File: config.mk
export PLATFORM = sky130hd
export DESIGN_NAME = alu_arbiter_flat
export DESIGN_NICKNAME = d
export VERILOG_FILES = /design/src/rtl/alu_arbiter_if.sv /design/src/rtl/alu_arbiter.sv /design/src/flat_wrapper.sv
export SDC_FILE = /design/constraint.sdc
export NUM_CORES = 1
export LEC_CHECK = 0
export ABC_AREA = 1
export CAP_MARGIN = 5
export CORE_UTILIZATION = 26
export CTS_BUF_LIST = sky130_fd_sc_hd__clkbuf_16
export DETAILED_ROUTE_END_ITERATION = 8
export GPL_TIMING_DRIVEN = 0
export PLACE_DENSITY_LB_ADDON = 0.3
export SYNTH_ARGS = -nofsm -noshare
export SYNTH_HDL_FRONTEND = slang
export SYNTH_SLANG_ARGS = --single-unit
export TNS_END_PERCENT = 1
File: constraint.sdc
create_clock -name clk -period 3 [get_ports clk]
set_input_delay 0.6 -clock clk [delete_from_list [all_inputs] [get_ports clk]]
set_output_delay 0.6 -clock clk [all_outputs]
set_load 0.02 [all_outputs]
File: src/rtl/alu_arbiter_if.sv
`default_nettype none
// ============================================================================
// alu_arbiter_if : requester, ALU and response bundle of the shared-ALU arbiter
// Revision 1.0
// ============================================================================
interface alu_arbiter_if #(
  parameter int WIDTH = 8
);
  logic [1:0]       req_valid;
  logic [1:0]       req_ready;
  logic [WIDTH-1:0] req0_a;
  logic [WIDTH-1:0] req0_b;
  logic [2:0]       req0_acode;
  logic [1:0]       req0_scode;
  logic             req0_shift;
  logic [WIDTH-1:0] req1_a;
  logic [WIDTH-1:0] req1_b;
  logic [2:0]       req1_acode;
  logic [1:0]       req1_scode;
  logic             req1_shift;

  logic [WIDTH-1:0] alu_a;
  logic [WIDTH-1:0] alu_b;
  logic             alu_carry_in;
  logic             alu_is_shift;
  logic [1:0]       alu_scode;
  logic [2:0]       alu_acode;
  logic [WIDTH-1:0] alu_r;
  logic             alu_zero;
  logic             alu_carry_out;

  logic [1:0]       rsp_valid;
  logic [WIDTH-1:0] rsp_r;
  logic             rsp_zero;
  logic             rsp_carry;
  logic             rsp_err;
  logic             busy;

  modport slave (
    input  req_valid, req0_a, req0_b, req0_acode, req0_scode, req0_shift,
           req1_a, req1_b, req1_acode, req1_scode, req1_shift,
           alu_r, alu_zero, alu_carry_out,
    output req_ready, alu_a, alu_b, alu_carry_in, alu_is_shift, alu_scode, alu_acode,
           rsp_valid, rsp_r, rsp_zero, rsp_carry, rsp_err, busy
  );

  modport master (
    output req_valid, req0_a, req0_b, req0_acode, req0_scode, req0_shift,
           req1_a, req1_b, req1_acode, req1_scode, req1_shift,
           alu_r, alu_zero, alu_carry_out,
    input  req_ready, alu_a, alu_b, alu_carry_in, alu_is_shift, alu_scode, alu_acode,
           rsp_valid, rsp_r, rsp_zero, rsp_carry, rsp_err, busy
  );
endinterface
`default_nettype wire

File: src/rtl/alu_arbiter.sv
`default_nettype none
// ============================================================================
// alu_arbiter : round-robin valid/ready front end for one shared 8-bit ALU
// Revision 1.0
// ============================================================================
module alu_arbiter #(
  parameter int WIDTH = 8
) (
  input  wire          clk,
  input  wire          rst_n,
  alu_arbiter_if.slave bus
);
  localparam logic [1:0] S_IDLE = 2'd0;
  localparam logic [1:0] S_EXEC = 2'd1;
  localparam logic [1:0] S_RESP = 2'd2;

  logic [1:0]       r_state;
  logic             r_last_grant;
  logic             r_owner;
  logic [1:0]       r_carry;
  logic [WIDTH-1:0] r_op_a;
  logic [WIDTH-1:0] r_op_b;
  logic             r_op_cin;
  logic             r_op_shift;
  logic [1:0]       r_op_scode;
  logic [2:0]       r_op_acode;
  logic [1:0]       r_rsp_valid;
  logic [WIDTH-1:0] r_rsp_r;
  logic             r_rsp_zero;
  logic             r_rsp_carry;
  logic             r_rsp_err;
  logic             r_busy;

  logic [1:0]       w_grant;
  logic             w_accept;
  logic             w_win;
  logic [WIDTH-1:0] w_sel_a;
  logic [WIDTH-1:0] w_sel_b;
  logic [WIDTH-1:0] w_sel_b_eff;
  logic [2:0]       w_sel_acode;
  logic [1:0]       w_sel_scode;
  logic             w_sel_shift;
  logic             w_illegal;
  logic             w_carry_upd;
  logic             w_owner_carry;

  // Ties go to the requester that was not granted last.
  always_comb begin
    w_grant = 2'b00;
    if (rst_n && (r_state == S_IDLE || r_state == S_RESP)) begin
      case (bus.req_valid)
        2'b01:   w_grant = 2'b01;
        2'b10:   w_grant = 2'b10;
        2'b11:   w_grant = r_last_grant ? 2'b01 : 2'b10;
        default: w_grant = 2'b00;
      endcase
    end
  end

  assign w_accept      = |w_grant;
  assign w_win         = w_grant[1];
  assign bus.req_ready = w_grant;

  assign w_sel_a     = w_win ? bus.req1_a     : bus.req0_a;
  assign w_sel_b     = w_win ? bus.req1_b     : bus.req0_b;
  assign w_sel_acode = w_win ? bus.req1_acode : bus.req0_acode;
  assign w_sel_scode = w_win ? bus.req1_scode : bus.req0_scode;
  assign w_sel_shift = w_win ? bus.req1_shift : bus.req0_shift;
  // The ALU rotator only indexes 0..7, so the shift amount is clipped on entry.
  assign w_sel_b_eff = w_sel_shift ? {{(WIDTH-3){1'b0}}, w_sel_b[2:0]} : w_sel_b;

  assign w_illegal     = !r_op_shift && r_op_acode[2] && r_op_acode[0];
  assign w_carry_upd   = !r_op_shift && !r_op_acode[2];
  assign w_owner_carry = r_carry[r_owner];

  always_ff @(posedge clk or negedge rst_n) begin
    if (!rst_n) begin
      r_state      <= S_IDLE;
      r_last_grant <= 1'b1;
      r_owner      <= 1'b0;
      r_carry      <= 2'b00;
      r_op_a       <= '0;
      r_op_b       <= '0;
      r_op_cin     <= 1'b0;
      r_op_shift   <= 1'b0;
      r_op_scode   <= 2'b00;
      r_op_acode   <= 3'b000;
      r_rsp_valid  <= 2'b00;
      r_rsp_r      <= '0;
      r_rsp_zero   <= 1'b0;
      r_rsp_carry  <= 1'b0;
      r_rsp_err    <= 1'b0;
      r_busy       <= 1'b0;
    end else begin
      r_rsp_valid <= 2'b00;
      r_busy      <= 1'b0;

      case (r_state)
        S_IDLE, S_RESP: r_state <= w_accept ? S_EXEC : S_IDLE;
        S_EXEC:         r_state <= S_RESP;
        default:        r_state <= S_IDLE;
      endcase

      if (w_accept) begin
        r_op_a       <= w_sel_a;
        r_op_b       <= w_sel_b_eff;
        r_op_cin     <= r_carry[w_win];
        r_op_shift   <= w_sel_shift;
        r_op_scode   <= w_sel_scode;
        r_op_acode   <= w_sel_acode;
        r_owner      <= w_win;
        r_last_grant <= w_win;
        r_busy       <= 1'b1;
      end

      if (r_state == S_EXEC) begin
        r_rsp_valid <= r_owner ? 2'b10 : 2'b01;
        if (w_illegal) begin
          r_rsp_r     <= '0;
          r_rsp_zero  <= 1'b1;
          r_rsp_err   <= 1'b1;
          r_rsp_carry <= w_owner_carry;
        end else begin
          r_rsp_r     <= bus.alu_r;
          r_rsp_zero  <= bus.alu_zero;
          r_rsp_err   <= 1'b0;
          r_rsp_carry <= w_carry_upd ? bus.alu_carry_out : w_owner_carry;
        end
        if (w_carry_upd) begin
          r_carry[r_owner] <= bus.alu_carry_out;
        end
      end
    end
  end

  assign bus.alu_a        = r_op_a;
  assign bus.alu_b        = r_op_b;
  assign bus.alu_carry_in = r_op_cin;
  assign bus.alu_is_shift = r_op_shift;
  assign bus.alu_scode    = r_op_scode;
  assign bus.alu_acode    = r_op_acode;
  assign bus.rsp_valid    = r_rsp_valid;
  assign bus.rsp_r        = r_rsp_r;
  assign bus.rsp_zero     = r_rsp_zero;
  assign bus.rsp_carry    = r_rsp_carry;
  assign bus.rsp_err      = r_rsp_err;
  assign bus.busy         = r_busy;
endmodule
`default_nettype wire

File: src/flat_wrapper.sv
// flat-port wrapper written by rule: the top's interface ports become plain ports
module alu_arbiter_flat 
#(
  parameter int WIDTH = 8
)
  (clk, rst_n, bus_req_valid, bus_req0_a, bus_req0_b, bus_req0_acode, bus_req0_scode, bus_req0_shift, bus_req1_a, bus_req1_b, bus_req1_acode, bus_req1_scode, bus_req1_shift, bus_alu_r, bus_alu_zero, bus_alu_carry_out, bus_req_ready, bus_alu_a, bus_alu_b, bus_alu_carry_in, bus_alu_is_shift, bus_alu_scode, bus_alu_acode, bus_rsp_valid, bus_rsp_r, bus_rsp_zero, bus_rsp_carry, bus_rsp_err, bus_busy);
  alu_arbiter_if #(.WIDTH(WIDTH)) bus_i ();
  input  wire clk;
  input  wire rst_n;
  input wire logic [$bits(bus_i.req_valid)-1:0] bus_req_valid;
  input wire logic [$bits(bus_i.req0_a)-1:0] bus_req0_a;
  input wire logic [$bits(bus_i.req0_b)-1:0] bus_req0_b;
  input wire logic [$bits(bus_i.req0_acode)-1:0] bus_req0_acode;
  input wire logic [$bits(bus_i.req0_scode)-1:0] bus_req0_scode;
  input wire logic [$bits(bus_i.req0_shift)-1:0] bus_req0_shift;
  input wire logic [$bits(bus_i.req1_a)-1:0] bus_req1_a;
  input wire logic [$bits(bus_i.req1_b)-1:0] bus_req1_b;
  input wire logic [$bits(bus_i.req1_acode)-1:0] bus_req1_acode;
  input wire logic [$bits(bus_i.req1_scode)-1:0] bus_req1_scode;
  input wire logic [$bits(bus_i.req1_shift)-1:0] bus_req1_shift;
  input wire logic [$bits(bus_i.alu_r)-1:0] bus_alu_r;
  input wire logic [$bits(bus_i.alu_zero)-1:0] bus_alu_zero;
  input wire logic [$bits(bus_i.alu_carry_out)-1:0] bus_alu_carry_out;
  output wire logic [$bits(bus_i.req_ready)-1:0] bus_req_ready;
  output wire logic [$bits(bus_i.alu_a)-1:0] bus_alu_a;
  output wire logic [$bits(bus_i.alu_b)-1:0] bus_alu_b;
  output wire logic [$bits(bus_i.alu_carry_in)-1:0] bus_alu_carry_in;
  output wire logic [$bits(bus_i.alu_is_shift)-1:0] bus_alu_is_shift;
  output wire logic [$bits(bus_i.alu_scode)-1:0] bus_alu_scode;
  output wire logic [$bits(bus_i.alu_acode)-1:0] bus_alu_acode;
  output wire logic [$bits(bus_i.rsp_valid)-1:0] bus_rsp_valid;
  output wire logic [$bits(bus_i.rsp_r)-1:0] bus_rsp_r;
  output wire logic [$bits(bus_i.rsp_zero)-1:0] bus_rsp_zero;
  output wire logic [$bits(bus_i.rsp_carry)-1:0] bus_rsp_carry;
  output wire logic [$bits(bus_i.rsp_err)-1:0] bus_rsp_err;
  output wire logic [$bits(bus_i.busy)-1:0] bus_busy;
  assign bus_i.req_valid = bus_req_valid;
  assign bus_i.req0_a = bus_req0_a;
  assign bus_i.req0_b = bus_req0_b;
  assign bus_i.req0_acode = bus_req0_acode;
  assign bus_i.req0_scode = bus_req0_scode;
  assign bus_i.req0_shift = bus_req0_shift;
  assign bus_i.req1_a = bus_req1_a;
  assign bus_i.req1_b = bus_req1_b;
  assign bus_i.req1_acode = bus_req1_acode;
  assign bus_i.req1_scode = bus_req1_scode;
  assign bus_i.req1_shift = bus_req1_shift;
  assign bus_i.alu_r = bus_alu_r;
  assign bus_i.alu_zero = bus_alu_zero;
  assign bus_i.alu_carry_out = bus_alu_carry_out;
  assign bus_req_ready = bus_i.req_ready;
  assign bus_alu_a = bus_i.alu_a;
  assign bus_alu_b = bus_i.alu_b;
  assign bus_alu_carry_in = bus_i.alu_carry_in;
  assign bus_alu_is_shift = bus_i.alu_is_shift;
  assign bus_alu_scode = bus_i.alu_scode;
  assign bus_alu_acode = bus_i.alu_acode;
  assign bus_rsp_valid = bus_i.rsp_valid;
  assign bus_rsp_r = bus_i.rsp_r;
  assign bus_rsp_zero = bus_i.rsp_zero;
  assign bus_rsp_carry = bus_i.rsp_carry;
  assign bus_rsp_err = bus_i.rsp_err;
  assign bus_busy = bus_i.busy;
  alu_arbiter #(.WIDTH(WIDTH)) u_core (.clk(clk), .rst_n(rst_n), .bus(bus_i));
endmodule
==> results.cfg <==
[run_status]
status = completed

[cts]
cts_setup_buffers = 0
htree_levels = 2
worstSkewPairLatency_ns = 0.28
cts_max_path_buffers = 2
cts.sinks = 43
holdBufCountCts = 0
path_clk_slew_ns = 0.06
cts_buffers = 5
root_buffer = clkbuf_16
cts_tree = yes

[pwr]
ir_drop_v = 0.000229
p_leak_nw = 1.58
power_mw = 2.09
powerDensity_nw_per_um2 = 615

[detailed_routing]
first_pass_iters = 4
drt_iter0_markers = 65
num_vias = 1941
via_per_inst = 4.31
antenna_left = 0
wl_per_cell_um = 12.2
drc = 0
drt_wl_total_mm = 5.51

[floorplanning]
die_w_um = 92.7
ios = 97
dieHeight_um = 92.7
core_um2 = 7850
rows = 32
start_util_pct = 27.2
die_area_um2 = 8590

[yosys]
ys_top_cells_by_area = dfrtp_1 49%, nand2_1 12%, o21ai_2 5.7%, inv_1 4.9%, nor2_1 4.4%
synthFlopType = dfrtp_1
synth-edff-count = 0
synth_area_leader_cell = dfrtp_1
ys_seq_area_share_pct = 50.4
ys_async_sr_fraction_pct = 100
yosys_warnings = 0
syn_inst = 244
syn_nets = 302
ys_types = 25
synth.most_common_cell = nand2_1
synth_common_cells = 71 x nand2_1, 42 x dfrtp_1, 28 x inv_1
syn_area_um2 = 2140
synth_seq_cells = 43
netlist.area_leader.share_pct = 49.2
syn_area_per_cell_um2 = 8.76

[run]
max_cap_viol_count = 0

[setup_path]
critPathMaxFanout = 8
start_kind = primary input
required_ns = 2.40
arrival_ns = 2.14
rr_worst_depth = 7
critPathKind = in2out
cp-end-kind = primary output

[timing]
slew_viol_final = 0
setup_violations = 0
hold_viol = 0
slew_headroom_pct = 76.1
period_needed_ns = 2.74
rsz0062_at_grt = no
worst_slack_ns = 0.264
skew_ns = 0.00380
fin_crit_sh_pct = 91.2
max_freq_mhz = 366
worst_pin_slew_ns = 0.357

[final_layout]
final_core_util_pct = 43.4
fillCellCount = 794
multi_input_area_um2 = 857
seqCellArea_um2 = 1080
drive_gt1_share_pct = 13.2
nets = 405
diodes = 0
final_cells = 450
syn2layout_area_growth_pct = 59.3
fin_area_um2 = 3400

[global_routing]
grt_start_max_net_pins = 25
grt_util_all_layers_pct = 13.5
antenna_found_initial = 0
grt_pass1_vias = 1854
grt_pass1_wl_mm = 9.05
grt.overflow.total = 0

[place]
gp_congestion = 0.697
dp_cells = 442
hpwlAfterDp_mm = 4.16
placed_cell_area_um2 = 3230
pre_cts_ws_ns = -0.167
io_buffers = 95

[hold_path]
min_path_type = in2async
per-stage QoR:
step	hold WS (ns)	setup TNS (ns)
detailed placement	0.472	-0.167
floorplan	0.304	0
global route	0.171	0
global placement	0.467	-25.27
CTS	0.221	0
finish	0.164	0
where the power goes:
group / internal [mW] / total (mW) / switching, mW / leakage [nW]
Combinational: 0.355 / 0.716 / 0.361 / 0.971
Clock: 0.388 / 0.596 / 0.208 / 0.0812
Sequential: 0.706 / 0.782 / 0.0766 / 0.532
Total: 1.45 / 2.09 / 0.645 / 1.58
kinds of logic after synthesis:
kind of cell / after synthesis / share of synthesized area, %
compound gates: 41 / 14.9
buf+inv: 39 / 9.48
simple gates: 121 / 25.2
flops: 43 / 50.4
critical path: stages:
cell and delay, ns:
clkdlybuf4s50_1 0.54, nand2_4 0.11, a21oi_1 0.24, clkdlybuf4s50_1 0.65
sequential cells by signal, indices dropped and copies added, names as in the netlist, 2 cells and up:
name                  cells
u_core.bus.alu_a          8
u_core.bus.alu_b          8
u_core.bus.rsp_r          8
u_core.bus.alu_acode      3
u_core.bus.alu_scode      2
u_core.bus.rsp_valid      2
u_core.r_carry            2
u_core.r_state            2
final cells by class:
| type | instances | share of cell area (%) |
|---|---|---|
| Tap cell | 102 | 3.75 |
| Sequential cell | 43 | 31.7 |
| Clock buffer | 5 | 3.68 |
| Multi-Input combinational cell | 162 | 25.2 |
| Timing Repair Buffer | 96 | 28.6 |
| Inverter | 30 | 3.38 |
| Clock inverter | 3 | 1.14 |
| Buffer | 9 | 2.57 |
per-layer routing:
| layer | global-route usage [%] | vias to the layer above | part of all wire [%] |
|---|---|---|---|
| met2 | 21.4 | 65 | 45 |
| met3 | 4.11 | 5 | 7.4 |
| met4 | 3.08 | 0 | 0.78 |
| met5 | 0 | - | 0 |
| met1 | 18.1 | 889 | 47 |
| li1 | - | 982 | - |
cell usage in the layout (no fill, tap or decap):
cell	count
nand2_2	6
dfrtp_1	42
clkbuf_16	5
buf_12	1
a22o_1	8
clkinv_2	1
bufinv_16	1
dlymetal6s2s_1	1
o21ai_2	14
nor2_4	1
nor2_8	1
o21ai_1	3
o211ai_1	1
o22a_1	1
nand3_1	9
nand4_1	5
dfstp_2	1
o21bai_1	5
a21oi_1	2
o21ai_0	6
a21oi_4	1
nand2_4	3
buf_6	7
buf_4	2
nor2_1	25
clkinv_1	2
buf_2	1
nand2_1	71
inv_4	1
clkdlybuf4s50_1	93
inv_1	28
what timing repair did:
item                       CTS  global route
gates resized for setup      1             2
setup endpoints to repair    1             1
pin swaps                    0             0
final timing paths:
path / start / end / slack, ns
min in group clk: u_core.bus.alu_a[3]$_DFFE_PN0P_ / u_core.bus.alu_a[3]$_DFFE_PN0P_ / 0.48
min reg2reg: u_core.bus.alu_a[3]$_DFFE_PN0P_ / u_core.bus.alu_a[3]$_DFFE_PN0P_ / 0.48
max in group asynchronous: rst_n / u_core.r_last_grant$_DFFE_PN1P_ / 2.37
max reg2reg: u_core.r_state[0]$_DFF_PN0_ / u_core.bus.alu_b[0]$_DFFE_PN0P_ / 1.55
min: rst_n / u_core.bus.rsp_err$_DFFE_PN0N_ / 0.16
max: bus_req_valid[0] / bus_req_ready[0] / 0.26
(Power assumes the default switching activity.)
